## config.mk

```make
export PLATFORM = sky130hd
export DESIGN_NAME = onehot_scan_decoder
export DESIGN_NICKNAME = d
export VERILOG_FILES = /design/src/rtl/onehot_scan_decoder.sv
export SDC_FILE = /design/constraint.sdc
export NUM_CORES = 1
export LEC_CHECK = 0
export CAP_MARGIN = 15
export CORE_MARGIN = 2
export CORE_UTILIZATION = 50
export DETAILED_ROUTE_END_ITERATION = 6
export HOLD_SLACK_MARGIN = 0.08
export PLACE_DENSITY = 0.81
export SYNTH_ARGS = -nofsm -noshare
export SYNTH_HDL_FRONTEND = slang
export SYNTH_SLANG_ARGS = --single-unit
```

## constraint.sdc

```tcl
create_clock -name clk -period 4.15 [get_ports clk]
set_clock_uncertainty 0.15 [all_clocks]
set_input_delay 1.245 -clock clk [delete_from_list [all_inputs] [get_ports clk]]
set_output_delay 1.245 -clock clk [all_outputs]
set_load 0.05 [all_outputs]
```

## src/rtl/onehot_scan_decoder.sv

```systemverilog
// onehot_scan_decoder: registered SEL_W-to-2^SEL_W one-hot decoder with
// enable, hold/load mode and an autonomous scan mode with programmable dwell.
// Optional build macro: DEC_SCAN_GRAY_EN (scan walks lines in Gray-code order).
module onehot_scan_decoder #(
    parameter int unsigned SEL_W = 3,
    parameter int unsigned DWELL = 1
) (
    input  logic                    clk,
    input  logic                    rst_n,
    input  logic                    en,
    input  logic                    mode,
    input  logic [SEL_W-1:0]        sel,
    input  logic                    load,
    output logic [(2**SEL_W)-1:0]   y,
    output logic [SEL_W-1:0]        idx,
    output logic                    busy,
    output logic                    wrap
);

    localparam int unsigned OUT_W  = 2**SEL_W;
    localparam int unsigned DCNT_W = (DWELL > 1) ? $clog2(DWELL) : 1;

    localparam logic [DCNT_W-1:0] DCNT_LAST = DCNT_W'(DWELL - 1);
    localparam logic [SEL_W-1:0]  POS_LAST  = SEL_W'(OUT_W - 1);

    typedef enum logic [1:0] {
        ST_IDLE = 2'd0,
        ST_HOLD = 2'd1,
        ST_SCAN = 2'd2
    } state_t;

    state_t              state_q, state_d;
    logic [SEL_W-1:0]    pos_q, pos_d;
    logic [DCNT_W-1:0]   dcnt_q, dcnt_d;
    logic                wrap_d;
    logic [SEL_W-1:0]    sel_pos;
    logic [SEL_W-1:0]    idx_d;
    logic [OUT_W-1:0]    y_d;
    logic                busy_d;
    logic [SEL_W-1:0]    pos_idx;

`ifdef DEC_SCAN_GRAY_EN
    // Gray-to-binary so that a HOLD load lands on the line whose index equals sel
    function automatic logic [SEL_W-1:0] gray2bin(input logic [SEL_W-1:0] g);
        logic [SEL_W-1:0] b;
        b[SEL_W-1] = g[SEL_W-1];
        for (int i = int'(SEL_W) - 2; i >= 0; i--) begin
            b[i] = b[i+1] ^ g[i];
        end
        return b;
    endfunction

    assign sel_pos = gray2bin(sel);
    assign pos_idx = pos_d ^ (pos_d >> 1);
`else
    assign sel_pos = sel;
    assign pos_idx = pos_d;
`endif

    // State, position and dwell counter registers
    always_ff @(posedge clk or negedge rst_n) begin
        if (!rst_n) begin
            state_q <= ST_IDLE;
            pos_q   <= '0;
            dcnt_q  <= '0;
        end else begin
            state_q <= state_d;
            pos_q   <= pos_d;
            dcnt_q  <= dcnt_d;
        end
    end

    // Next state, position, dwell count and wrap event; en overrides everything
    always_comb begin
        state_d = state_q;
        pos_d   = pos_q;
        dcnt_d  = dcnt_q;
        wrap_d  = 1'b0;
        if (!en) begin
            state_d = ST_IDLE;
            pos_d   = '0;
            dcnt_d  = '0;
        end else begin
            case (state_q)
                ST_IDLE: begin
                    dcnt_d = '0;
                    if (mode) begin
                        state_d = ST_SCAN;
                        pos_d   = '0;
                    end else begin
                        state_d = ST_HOLD;
                        pos_d   = sel_pos;
                    end
                end
                ST_HOLD: begin
                    if (mode) begin
                        state_d = ST_SCAN;
                        dcnt_d  = '0;
                    end else if (load) begin
                        pos_d = sel_pos;
                    end
                end
                ST_SCAN: begin
                    if (!mode) begin
                        // Freeze on the current line; a step due now is dropped
                        state_d = ST_HOLD;
                        dcnt_d  = '0;
                    end else if (dcnt_q == DCNT_LAST) begin
                        dcnt_d = '0;
                        pos_d  = pos_q + SEL_W'(1);
                        wrap_d = (pos_q == POS_LAST);
                    end else begin
                        dcnt_d = dcnt_q + DCNT_W'(1);
                    end
                end
                default: begin
                    state_d = ST_IDLE;
                    pos_d   = '0;
                    dcnt_d  = '0;
                end
            endcase
        end
    end

    // Output values derived from the next state, registered below
    always_comb begin
        idx_d  = '0;
        y_d    = '0;
        busy_d = 1'b0;
        if (state_d != ST_IDLE) begin
            idx_d = pos_idx;
            y_d   = OUT_W'(1) << idx_d;
        end
        busy_d = (state_d == ST_SCAN);
    end

    // Output registers
    always_ff @(posedge clk or negedge rst_n) begin
        if (!rst_n) begin
            y    <= '0;
            idx  <= '0;
            busy <= 1'b0;
            wrap <= 1'b0;
        end else begin
            y    <= y_d;
            idx  <= idx_d;
            busy <= busy_d;
            wrap <= wrap_d;
        end
    end

endmodule

```

==> impl_metrics.csv <==
group,metric,value,unit
grt,antenna_found_initial,0,
critical_path,ff2ff_path_depth,6,
clocking,holdBufCountCts,0,
sta,slew_viol_final,0,
min_path,hold_end,"wrap",
critical_path,r2r-end,"y[3]",
place,placed_cell_area,1030,µm²
cells_and_area,syn_to_final_growth,29.1,%
clocking,h-tree-depth,1,
grt,overflow,0,
clocking,ctsResizeCount,0,
min_path,hold_class,"flip-flop to flip-flop",
synthesis,netlist_area,830,µm²
pwr,leakagePower,0.499,nW
detailed_routing,drt_pre_antenna_iters,4,
floorplan,core_area,1520,µm²
place,post-dp-hpwl,1060,µm
clocking,clock-root-buffer,"clkbuf_4",
place,gp_congestion,0.880,
floorplan,fp.dieArea,2000,µm²
synthesis,synth.most_common_cell,"dfrtp_1",
pwr,p_per_area,346,nW/µm²
synthesis,synthCells,63,
place,port_buffers,20,
sta,holdWs,558,ps
critical_path,crit_chain,"clkdlybuf4s50_1",
cells_and_area,final_nets,96,
critical_path,cpPeakStageDelay,800,ps
synthesis,synth-edff-count,0,
sta,period_share,68.3,%
detailed_routing,drc_errors,0,
sta,period_needed,2830,ps
cells_and_area,antenna_cells,0,
synthesis,yosysTopAreaCell,"dfrtp_1",
synthesis,ys_seq_elements,18,
clocking,cts_sinks,18,
grt,grt_pass1_wl,2500,µm
synthesis,synth.net_count,73,
outcome,outcome,"complete, no violations",
critical_path,cp.arrival,1440,ps
detailed_routing,num_vias,565,
critical_path,required,2750,ps
min_path,min_delay_path_depth,2,
synthesis,synth_top_flop_cell,"dfrtp_1",
clocking,cts_buffers,3,
clocking,insertion_delay,290,ps
pwr,ir_drop,0.247,mV
detailed_routing,finalWirelength,1520,µm
synthesis,synth_area_per_cell,13.2,µm²
floorplan,rows,14,
detailed_routing,post_drt_wl_per_cell,15.0,µm
synthesis,synth_top_cell_area_share,54.3,%
critical_path,cp.depth,1,
sta,fin_tns_setup,0,ps
floorplan,die_h,44.7,µm
floorplan,die_x,44.7,µm
critical_path,cpMaxStageDelayCell,"clkdlybuf4s50_1",
critical_path,worstSetupEndpointType,"primary output",
synthesis,ys_seq_area_share,54.3,%
synthesis,yosys_warnings,0,
synthesis,synthArstFlopShare,100,%
critical_path,crit_fanout,1,
detailed_routing,antenna_left,0,
synthesis,netlist_top_cells_area,"dfrtp_1, nor4b_2, nor2_1",
floorplan,pin_count,21,
synthesis,synth_cell_types,26,
sta,finalSetupViolations,0,
detailed_routing,viasPerCell,5.59,
critical_path,reg2reg_slack,2170,ps
clocking,clk_pin_slew_worst_paths,90,ps
detailed_routing,drt_iter0_drc,4,
min_path,hold_start,"state_q[0]",
cells_and_area,layout-drive-gt1-share,21.2,%
clocking,clockBufferDepth,2,
floorplan,start_util,54.4,%
grt,grt_pass1_vias,550,
critical_path,path_delay_family,"buffers and inverters",
sta,rsz0062_at_grt,"no",
critical_path,start_kind,"flip-flop",
run,max_cap_violations,0,
critical_path,reg2reg_from,"pos_q[0]",
critical_path,criticalPathCategory,"flip-flop to primary output",
grt,grt.total_usage,17.8,%
clocking,post_cts_buffers,0,
synthesis,yosys-top-cells-count,"dfrtp_1, nor2_1, nand2_1, nor4b_2",
sta,finalHoldViolCount,0,
cells_and_area,finalInstanceArea,1070,µm²
grt,grt_max_degree,19,
critical_path,worst-path-buf-inv,1,
sta,max_freq,353,MHz
sta,slew_headroom,48.1,%
sta,worst_pin_slew,776,ps
clocking,cts_tree,"yes",
[worst reg2reg max path, stage by stage (launching register included)]
cell and delay, ps:
dfrtp_1 420, ha_1 220, ha_1 260, and3_2 210, a21oi_2 110, o22a_2 290, nor4b_2 240
[cell families (layout without fill, tap and decap cells)]
logic type                 after synthesis  after routing  synth area share, %
and+or+nand+nor                         27             27                 24.7
AOI/OAI and AO/OA                        7              7                 8.15
DFF                                     18             18                 54.3
xor gates and xnor gates                 1              1                 1.06
muxes                                    4              4                 6.03
adders and majority gates                2              2                 3.02
buffers and inverters                    4             26                 2.71
[worst max-delay path by stage]
stage	start	to
global route	y[7]	y[7]
floorplan	load	y[4]
finish	y[7]	y[7]
detailed placement	mode	y[4]
CTS	y[7]	y[7]
global placement	mode	y[4]
[sequential cells by signal (all words and copies together) (netlist names)]
register / flops
busy: 1
idx: 3
pos_q: 3
state_q: 2
wrap: 1
y: 8
[per-layer routing]
layer	vias to the layer above	GRT usage (%)	routed length, µm
met5	-	0	0
met4	0	9.09	32
met3	5	3.60	71
met2	16	27.0	724
met1	276	24.3	688
li1	268	-	-
[per-stage QoR]
stage	setup WS (ps)	power [mW]	std cells	util, %
after floorplan	1780	0.243	63	-
after global placement	1150	0.269	97	67.9
after detailed placement	1120	0.271	97	67.9
after CTS	1310	0.375	101	70.3
after global routing	1270	0.386	101	70.3
final	1320	0.370	101	70.3
[final cells by class]
type	instances	area, µm²
sequential	18	450
inverter	2	7.51
multi-input combinational	41	357
timing repair buffer	20	200
tap	16	20.0
clock buffer	4	36.3
fill	117	453
[cell usage in the layout (no fill, tap or decap)]
| cell | instances |
|---|---|
| inv_1 | 2 |
| nand2b_1 | 1 |
| nor2b_2 | 1 |
| ha_1 | 2 |
| clkdlybuf4s50_1 | 20 |
| and4b_1 | 1 |
| o22a_4 | 1 |
| nand4b_1 | 1 |
| nor4b_2 | 3 |
| o21ai_2 | 1 |
| nor2_1 | 10 |
| clkbuf_8 | 1 |
| o32ai_1 | 1 |
| and4bb_1 | 2 |
| mux2i_1 | 2 |
| nor4_1 | 1 |
| nor2b_1 | 1 |
| nor4bb_4 | 1 |
| o22a_2 | 1 |
| a21oi_2 | 2 |
| o21ai_0 | 1 |
| xnor2_1 | 1 |
| clkbuf_4 | 3 |
| and3_2 | 2 |
| dfrtp_1 | 18 |
| mux2_4 | 2 |
| nand2_1 | 3 |
[power by group]
group / internal, mW / switching (mW)
Clock: 0.0535 / 0.0503
Combinational: 0.0319 / 0.0455
Sequential: 0.183 / 0.00574
Total: 0.269 / 0.102
(Power assumes the default switching activity.)
